File: config.mk
export PLATFORM = sky130hd
export DESIGN_NAME = decoder_seq
export DESIGN_NICKNAME = d
export VERILOG_FILES = /design/src/rtl/decoder_seq.sv
export SDC_FILE = /design/constraint.sdc
export NUM_CORES = 1
export LEC_CHECK = 0
export ABC_CLOCK_PERIOD_IN_PS = 1800
export CAP_MARGIN = 20
export CORE_MARGIN = 2
export CORE_UTILIZATION = 40
export CTS_BUF_LIST = sky130_fd_sc_hd__clkbuf_8
export DETAILED_ROUTE_END_ITERATION = 10
export MAX_ROUTING_LAYER = met4
export PLACE_DENSITY = 0.7
export SLEW_MARGIN = 15
export SYNTH_ARGS = -nofsm -noshare
export SYNTH_HDL_FRONTEND = slang
export SYNTH_SLANG_ARGS = --single-unit
File: constraint.sdc
create_clock -name clk -period 1.8 [get_ports clk]
set_input_delay 0.18 -clock clk [delete_from_list [all_inputs] [get_ports clk]]
set_output_delay 0.18 -clock clk [all_outputs]
set_load 0.1 [all_outputs]
File: src/rtl/decoder_seq.sv
// Registered N-to-2**N one-hot decoder with a DIRECT (decode din) mode and a
// SCAN mode that sweeps the outputs with a programmable dwell per index.
module decoder_seq #(
  parameter int N              = 2,
  parameter int DW             = 8,
  parameter bit OUT_ACTIVE_LOW = 1'b0
) (
  input  logic              clk,
  input  logic              rst_n,
  input  logic              en,
  input  logic              mode,
  input  logic [N-1:0]      din,
  input  logic              din_valid,
  input  logic [DW-1:0]     dwell,
  output logic [2**N-1:0]   dout,
  output logic              dout_valid,
  output logic [N-1:0]      idx,
  output logic              wrap
);

  localparam int W = 2**N;

  typedef enum logic [1:0] {
    ST_IDLE,
    ST_DIRECT,
    ST_SCAN
  } state_e;

  state_e          state_q, state_d, target;
  logic [W-1:0]    oh_q, oh_d;
  logic            valid_q, valid_d;
  logic [N-1:0]    idx_q, idx_d;
  logic [DW-1:0]   cnt_q, cnt_d;
  logic [DW-1:0]   dwell_q, dwell_d;
  logic            wrap_q, wrap_d;

  always_comb begin
    if (!en)       target = ST_IDLE;
    else if (mode) target = ST_SCAN;
    else           target = ST_DIRECT;
  end

  // NOTE: every signal gets a default before any branch so no path leaves
  // one unassigned, which would otherwise infer a latch.
  always_comb begin
    state_d = target;
    oh_d    = oh_q;
    valid_d = valid_q;
    idx_d   = idx_q;
    cnt_d   = cnt_q;
    dwell_d = dwell_q;
    wrap_d  = 1'b0;

    if (target != state_q) begin
      // Any state change drops the previous selection; SCAN starts at index 0.
      oh_d    = '0;
      valid_d = 1'b0;
      idx_d   = '0;
      cnt_d   = '0;
      if (target == ST_SCAN) begin
        oh_d    = W'(1);
        valid_d = 1'b1;
        dwell_d = dwell;
      end
    end else begin
      case (state_q)
        ST_DIRECT: begin
          if (din_valid) begin
            oh_d    = W'(1) << din;
            idx_d   = din;
            valid_d = 1'b1;
          end
        end
        ST_SCAN: begin
          if (cnt_q == dwell_q) begin
            idx_d   = idx_q + N'(1);
            oh_d    = {oh_q[W-2:0], oh_q[W-1]};
            cnt_d   = '0;
            dwell_d = dwell;
            wrap_d  = (idx_q == {N{1'b1}});
          end else begin
            cnt_d = cnt_q + DW'(1);
          end
        end
        default: ;
      endcase
    end
  end

  // NOTE: state registers use non-blocking assignments so every flop samples
  // the pre-edge values regardless of statement order.
  always_ff @(posedge clk or negedge rst_n) begin
    if (!rst_n) begin
      state_q <= ST_IDLE;
      oh_q    <= '0;
      valid_q <= 1'b0;
      idx_q   <= '0;
      cnt_q   <= '0;
      dwell_q <= '0;
      wrap_q  <= 1'b0;
    end else begin
      state_q <= state_d;
      oh_q    <= oh_d;
      valid_q <= valid_d;
      idx_q   <= idx_d;
      cnt_q   <= cnt_d;
      dwell_q <= dwell_d;
      wrap_q  <= wrap_d;
    end
  end

  assign dout       = OUT_ACTIVE_LOW ? ~oh_q : oh_q;
  assign dout_valid = valid_q;
  assign idx        = idx_q;
  assign wrap       = wrap_q;

endmodule

==> metrics, run 1 <==
run status=finished, violations left; violations in the final reports=negative setup slack; crit path DAT=2.04 ns; Worst Setup End Kind=flip-flop; fin worst setup slack=-0.0805 ns; cell types occupying the most area after synthesis=sky130_fd_sc_hd__dfrtp_1 47%, sky130_fd_sc_hd__mux2_2 12%, sky130_fd_sc_hd__xor2_1 7.6%, sky130_fd_sc_hd__nor2_1 3.3%, sky130_fd_sc_hd__nand2_1 3.0%; number of primary I/O pins=23; final total power=1.61 mW; crit path max-delay cell type=sky130_fd_sc_hd__dfrtp_1; number of cell rows=21; cell count after placement=213; weighted congestion reported at the end of routability-driven placement=0.834; height of the die=62.6 um; final max-slew violation count=0; Via-to-Cell Ratio=5.08; H-Tree Level Count=1; count leader, synth=sky130_fd_sc_hd__dfrtp_1; Power per Cell Area=803 nW/um2; Top delay family on crit path=simple AND/OR/NAND/NOR gates; CTS tree=built; Clk Latency, worst-skew pair=0.27 ns; clock sink count=26; final hold slack=0.284 ns; pin slew with the least headroom to its limit=0.353 ns; required time of the critical path=1.96 ns; drt initial violations=70; flops & latches, synth=26; worst clock skew=0.00342 ns; drt drc=0; vias in the first global route=1165; crit path to=dout[3]; number of maximum-capacitance constraint violations=0; Pre-Repair DR Iteration Count=4; number of non-filler instances in the completed layout=225; antenna violations before repair=0; most instantiated flip-flop cell in the synthesis netlist=sky130_fd_sc_hd__dfrtp_1; Hold/Removal Path Class=in2async; critical path, cell by cell=xor2_1 > nor4_4 > nand2_2 > a22oi_4 > buf_6 > mux2_4; nets in the synthesized netlist=143; Leakage Power=0.964 nW; total congestion overflow after global routing=0; largest vdd supply drop=0.491 mV; internal reg-to-reg setup slack=-0.08 ns; EDFF count, synth=0; per-cell routed wire length=14.3 um; sequential element share of the synthesized area=0.473; Hold Fails Final Rpt=0; setup TNS=-0.791 ns; total half-perimeter wirelength after legalization and detailed placement=2270 um; post-synthesis instance area=1380 um2; initial standard-cell utilization of the core=0.415; Final Critical Period=1.88 ns; cell area reported after detailed placement=1790 um2; reg2reg path depth=6; worst r2r src=cnt_q[6]; number of distinct library cells after synthesis=33; crit path kind=reg2reg; Tot GR Track Use=0.175; residual antenna-violating net count after detailed routing=0; cell accounting for the most synthesized area=sky130_fd_sc_hd__dfrtp_1; worst slew slack as a fraction of its limit=0.764; buffers plus inverters on the worst setup path=1; post-synthesis instance total=126; full die area=3920 um2; start point of the critical path=cnt_q[6]; mean instance size in the synthesized netlist=10.9 um2; setup repair after global routing missed its margin=yes; Startpoint Class=flip-flop; Die Wd=62.6 um; largest net degree at the start of global routing=27; Finish-stage setup viols=14; antenna diode instance count=0; Crit path depth=6; area share of the largest cell type after synthesis=0.473; Post-Layout Inst Area=2010 um2; Port-buffer cells=22; number of warnings issued by yosys=0; routed via count=1144; synth cell count leaders=26 x sky130_fd_sc_hd__dfrtp_1, 15 x sky130_fd_sc_hd__mux2_2, 12 x sky130_fd_sc_hd__nor2_1, 12 x sky130_fd_sc_hd__xor2_1, 11 x sky130_fd_sc_hd__nand2_1; Reg-to-Reg End=dout[3]; final critical-path share of the clock period=1.04; clock slew seen by the registers of the worst setup and hold paths=0.09 ns; Layout area overhead=46.0%; Core Region=3310 um2; clock root buffer=sky130_fd_sc_hd__clkbuf_8; TritonCTS buffer count=3; max incr delay on CP=0.43 ns; wire length of the first global-routing pass=5290 um; top achievable clock speed=532 MHz; number of nets in the finished design=198; Post-Route WL=3210 um; fraction of layout instances using a drive strength above 1=0.363; Clock Tree Buf Depth=2; fraction of registers with async set/reset=1.00; largest fanout on the critical path=4
worst reg2reg max path, cell delays in order (launching register included):
cell and delay [ns]:
sky130_fd_sc_hd__dfrtp_1 0.43, sky130_fd_sc_hd__xor2_1 0.18, sky130_fd_sc_hd__nor4_4 0.37, sky130_fd_sc_hd__nand2_2 0.13, sky130_fd_sc_hd__a22oi_4 0.21, sky130_fd_sc_hd__buf_6 0.16
sky130_fd_sc_hd__mux2_4 0.30
placed cells by master (no fill, tap or decap), types with 2 or more instances in the layout:
cell	instances
sky130_fd_sc_hd__a41oi_1	2
sky130_fd_sc_hd__xor2_1	11
sky130_fd_sc_hd__nand2_1	10
sky130_fd_sc_hd__buf_6	3
sky130_fd_sc_hd__nor2_1	12
sky130_fd_sc_hd__and3_1	2
sky130_fd_sc_hd__clkdlybuf4s50_1	14
sky130_fd_sc_hd__and2b_1	2
sky130_fd_sc_hd__nand4_1	2
sky130_fd_sc_hd__nor4_4	2
sky130_fd_sc_hd__a211oi_1	2
sky130_fd_sc_hd__o21bai_1	2
sky130_fd_sc_hd__buf_4	34
sky130_fd_sc_hd__mux2_4	14
sky130_fd_sc_hd__o21ai_0	2
sky130_fd_sc_hd__clkbuf_8	3
sky130_fd_sc_hd__nor3b_1	2
sky130_fd_sc_hd__a21oi_1	6
sky130_fd_sc_hd__and2_1	2
sky130_fd_sc_hd__inv_1	3
sky130_fd_sc_hd__dfrtp_1	26
sky130_fd_sc_hd__nand3_1	3
sky130_fd_sc_hd__ha_1	2
layer usage:
layer / vias to the layer above / GRT usage / wire, um / part of all wire
li1: 553 / - / - / -
met4: 0 / 0.0833 / 68 / 0.021
met1: 550 / 0.202 / 1340 / 0.42
met2: 35 / 0.297 / 1650 / 0.51
met5: - / - / 0 / 0
met3: 6 / 0.0288 / 147 / 0.046
logic make-up (layout without fill, tap and decap cells):
kind of cell	Yosys count	count (layout)	share of synthesized area
multiplexers	15	15	0.123
buffers and inverters	5	58	0.0191
adder cells (fa/ha/maj)	2	2	0.0182
flip-flops	26	26	0.473
AND/OR/NAND/NOR	44	44	0.165
XOR/XNOR	12	12	0.0764
AO/OA/AOI/OAI	22	22	0.126
final cells by class:
cell class | instances | area (um2)
tap | 46 | 57.6
inverter | 3 | 11.3
clock buffer | 3 | 41.3
multi-input combinational | 95 | 797
timing repair buffer | 52 | 449
sequential | 26 | 651
fill | 308 | 1300
power by group:
part	switching (mW)	leakage, nW	internal (mW)
logic	0.333	0.606	0.253
clock network	0.174	0.0216	0.150
registers	0.0532	0.336	0.648
flip-flops by register name (all words and copies together) (netlist names):
name	count
cnt_q	8
idx	2
state_q	2
dout_valid	1
dout	4
dwell_q	8
wrap	1
through the flow:
step	worst slack, ns	utilization
after floorplan	0.00922	-
after global placement	-0.178	0.540
after detailed placement	-0.258	0.540
after CTS	-0.139	0.586
after global routing	-0.176	0.606
final	-0.0805	0.606
worst min path at each step:
stage | to | slack, ns | cells past startpoint
finish | state_q[0] | 0.28 | 2
global route | dout_valid | 0.32 | 2
CTS | state_q[0] | 0.29 | 2
detailed placement | dout_valid | 0.51 | 2
global placement | dout_valid | 0.50 | 2
floorplan | cnt_q[0] | -0.12 | 0
repair_timing:
| action | CTS | global route |
|---|---|---|
| pin swaps | 11 | 7 |
| resized for setup | 16 | 6 |
| endpoints found under the hold margin | 0 | 0 |
| cloned | 0 | 0 |
| endpoints found under the setup margin | 14 | 20 |
| hold buffers | 0 | 0 |
| buffers inserted | 5 | 4 |
(Power assumes the default switching activity.)
==> run 2: changes to the inputs <==
--- a/config.mk
+++ b/config.mk
@@ -5,9 +5,7 @@
 export SDC_FILE = /design/constraint.sdc
 export NUM_CORES = 1
 export LEC_CHECK = 0
-export ABC_CLOCK_PERIOD_IN_PS = 1800
 export CAP_MARGIN = 20
-export CORE_MARGIN = 2
 export CORE_UTILIZATION = 40
 export CTS_BUF_LIST = sky130_fd_sc_hd__clkbuf_8
 export DETAILED_ROUTE_END_ITERATION = 10
==> run 2 against run 1 <==
  * Worst setup slack gained 0.022 ns
  * Critical endpoint is now dwell_q[7]
  * Clock power rose by 19%
  * Power grew 3.6%
  * Critical path type unchanged
  * Via count increased by 0.96%
  * Largest cell class unchanged
  * The run still ends with negative setup slack left
  * Highest routed layer unchanged
  * Register-to-register slack improved by 0.02 ns
==> metrics, run 2 (synthesized netlist as in run 1, its figures left out) <==
run status=finished, violations left; violations in the final reports=negative setup slack; per-cell routed wire length=14.3 um; clock root buffer=sky130_fd_sc_hd__clkbuf_8; wire length of the first global-routing pass=4840 um; drt drc=0; Leakage Power=0.984 nW; number of hold buffers added after CTS=0; required time of the critical path=1.97 ns; part of the power in the clock network=0.231; vias in the first global route=1098; Layout area overhead=47.1%; Finish-stage setup viols=14; weighted congestion reported at the end of routability-driven placement=0.833; Port-buffer cells=22; worst clock skew=0.00459 ns; Startpoint Class=flip-flop; Die Wd=60.6 um; largest net degree at the start of global routing=27; fin worst setup slack=-0.0589 ns; crit path kind=reg2reg; Final Critical Period=1.86 ns; residual antenna-violating net count after detailed routing=0; full die area=3680 um2; most common cell after layout, fill and taps aside=sky130_fd_sc_hd__buf_4; Top delay family on crit path=buffers and inverters; pin slew with the least headroom to its limit=0.360 ns; Core Region=3150 um2; final critical-path share of the clock period=1.03; commonest cells after routing, fill and taps aside=35 x sky130_fd_sc_hd__buf_4, 26 x sky130_fd_sc_hd__dfrtp_1, 14 x sky130_fd_sc_hd__mux2_4, 14 x sky130_fd_sc_hd__clkdlybuf4s50_1, 12 x sky130_fd_sc_hd__xor2_1; top achievable clock speed=538 MHz; Filler cells=261; crit path max-delay cell type=sky130_fd_sc_hd__dfrtp_1; Clock Tree Buf Depth=2; cell count after placement=211; cell internal power dissipation=1.10 mW; total half-perimeter wirelength after legalization and detailed placement=2190 um; worst slew slack as a fraction of its limit=0.759; Hold/Removal Path Class=in2async; clock slew seen by the registers of the worst setup and hold paths=0.09 ns; Clk Latency, worst-skew pair=0.27 ns; relative contribution of combinational cells to total power=0.350; final max-slew violation count=0; CTS tree=built; internal reg-to-reg setup slack=-0.06 ns; largest fanout on the critical path=8; antenna diode instance count=0; number of cell rows=20; switching share of power=0.341; Post-Route WL=3200 um; Via-to-Cell Ratio=5.16; routed via count=1155; final total power=1.67 mW; number of non-filler instances in the completed layout=224; fraction of layout instances using a drive strength above 1=0.389; switching pwr=0.569 mW; Pre-Repair DR Iteration Count=4; cell area reported after detailed placement=1790 um2; setup repair after global routing missed its margin=yes; initial standard-cell utilization of the core=0.436; Flop pwr share=0.419; buffers plus inverters on the worst setup path=3; critical path, cell by cell=xor2_1 > nor4_2 > buf_4 > buf_6 > a31oi_4 > nor2_4 > buf_12 > mux2_4; max incr delay on CP=0.41 ns; total congestion overflow after global routing=0; number of nets in the finished design=198; drt initial violations=62; number of primary I/O pins=23; Power per Cell Area=826 nW/um2; Hold Fails Final Rpt=0; number of maximum-capacitance constraint violations=0; antenna violations before repair=0; clock sink count=26; largest vdd supply drop=0.490 mV; crit path DAT=2.03 ns; TritonCTS buffer count=3; H-Tree Level Count=1; Tot GR Track Use=0.187; Worst Setup End Kind=flip-flop; Post-Layout Inst Area=2020 um2; setup TNS=-0.646 ns; height of the die=60.6 um
[run 2: timing repair]
action / 4_1_cts / 5_1_grt
pin swaps: 7 / 5
endpoints found under the setup margin: 18 / 19
buffers inserted: 7 / 2
resized for setup: 15 / 9
[run 2: routing by layer]
layer / vias to the layer above / track usage / share of wire
li1: 553 / - / -
met1: 562 / 0.217 / 0.43
met2: 33 / 0.314 / 0.50
met4: 0 / 0.0714 / 0.023
met5: - / - / 0
met3: 7 / 0.0448 / 0.038
[run 2: worst register-to-register path, cell delays in order (launching register included)]
cell and delay, ns:
sky130_fd_sc_hd__dfrtp_1 0.41, sky130_fd_sc_hd__xor2_1 0.18, sky130_fd_sc_hd__nor4_2 0.26, sky130_fd_sc_hd__buf_4 0.17, sky130_fd_sc_hd__buf_6 0.10, sky130_fd_sc_hd__a31oi_4 0.07
sky130_fd_sc_hd__nor2_4 0.11, sky130_fd_sc_hd__buf_12 0.14, sky130_fd_sc_hd__mux2_4 0.30
[run 2: through the flow]
stage / hold slack [ns] / utilization / worst slack (ns)
after detailed placement: 0.510 / 0.566 / -0.263
after floorplan: -0.116 / - / 0.00922
after global placement: 0.498 / 0.566 / -0.192
final: 0.263 / 0.642 / -0.0589
after CTS: 0.269 / 0.629 / -0.0548
after global routing: 0.297 / 0.642 / -0.168
[run 2: power groups by stage]
| stage | Sequential [mW] | Clock [mW] | Combinational [mW] |
|---|---|---|---|
| after floorplan | 0.861 | 0 | 0.179 |
| after global placement | 0.705 | 0 | 0.475 |
| after detailed placement | 0.709 | 0 | 0.485 |
| after CTS | 0.699 | 0.397 | 0.561 |
| after global routing | 0.708 | 0.418 | 0.615 |
| final | 0.701 | 0.386 | 0.584 |
[run 2: worst paths after layout]
check                             end        from  depth (start not counted)
hold / removal             state_q[0]       rst_n                          2
max in group asynchronous      idx[0]       rst_n                          2
min in group clk           dwell_q[6]    dwell[6]                          2
setup reg to reg           dwell_q[7]  dwell_q[4]                          8
setup / recovery           dwell_q[7]  dwell_q[4]                          8
hold reg to reg            dout_valid  dout_valid                          2
[run 2: cell type report]
class,count,area [um2],share of cell area
clock buffers,4,55.1,0.0272
inverters,3,11.3,0.00557
repair buffers,52,454,0.224
flip-flops and latches,26,651,0.322
multi-input cells,95,797,0.394
well taps,44,55.1,0.0272
==> run 3: changes to the inputs <==
--- a/config.mk
+++ b/config.mk
@@ -5,7 +5,6 @@
 export SDC_FILE = /design/constraint.sdc
 export NUM_CORES = 1
 export LEC_CHECK = 0
-export CAP_MARGIN = 20
 export CORE_UTILIZATION = 40
 export CTS_BUF_LIST = sky130_fd_sc_hd__clkbuf_8
 export DETAILED_ROUTE_END_ITERATION = 10
==> results of run 3 <==
No change in the layout: final DEF, timing and power equal those of run 2.
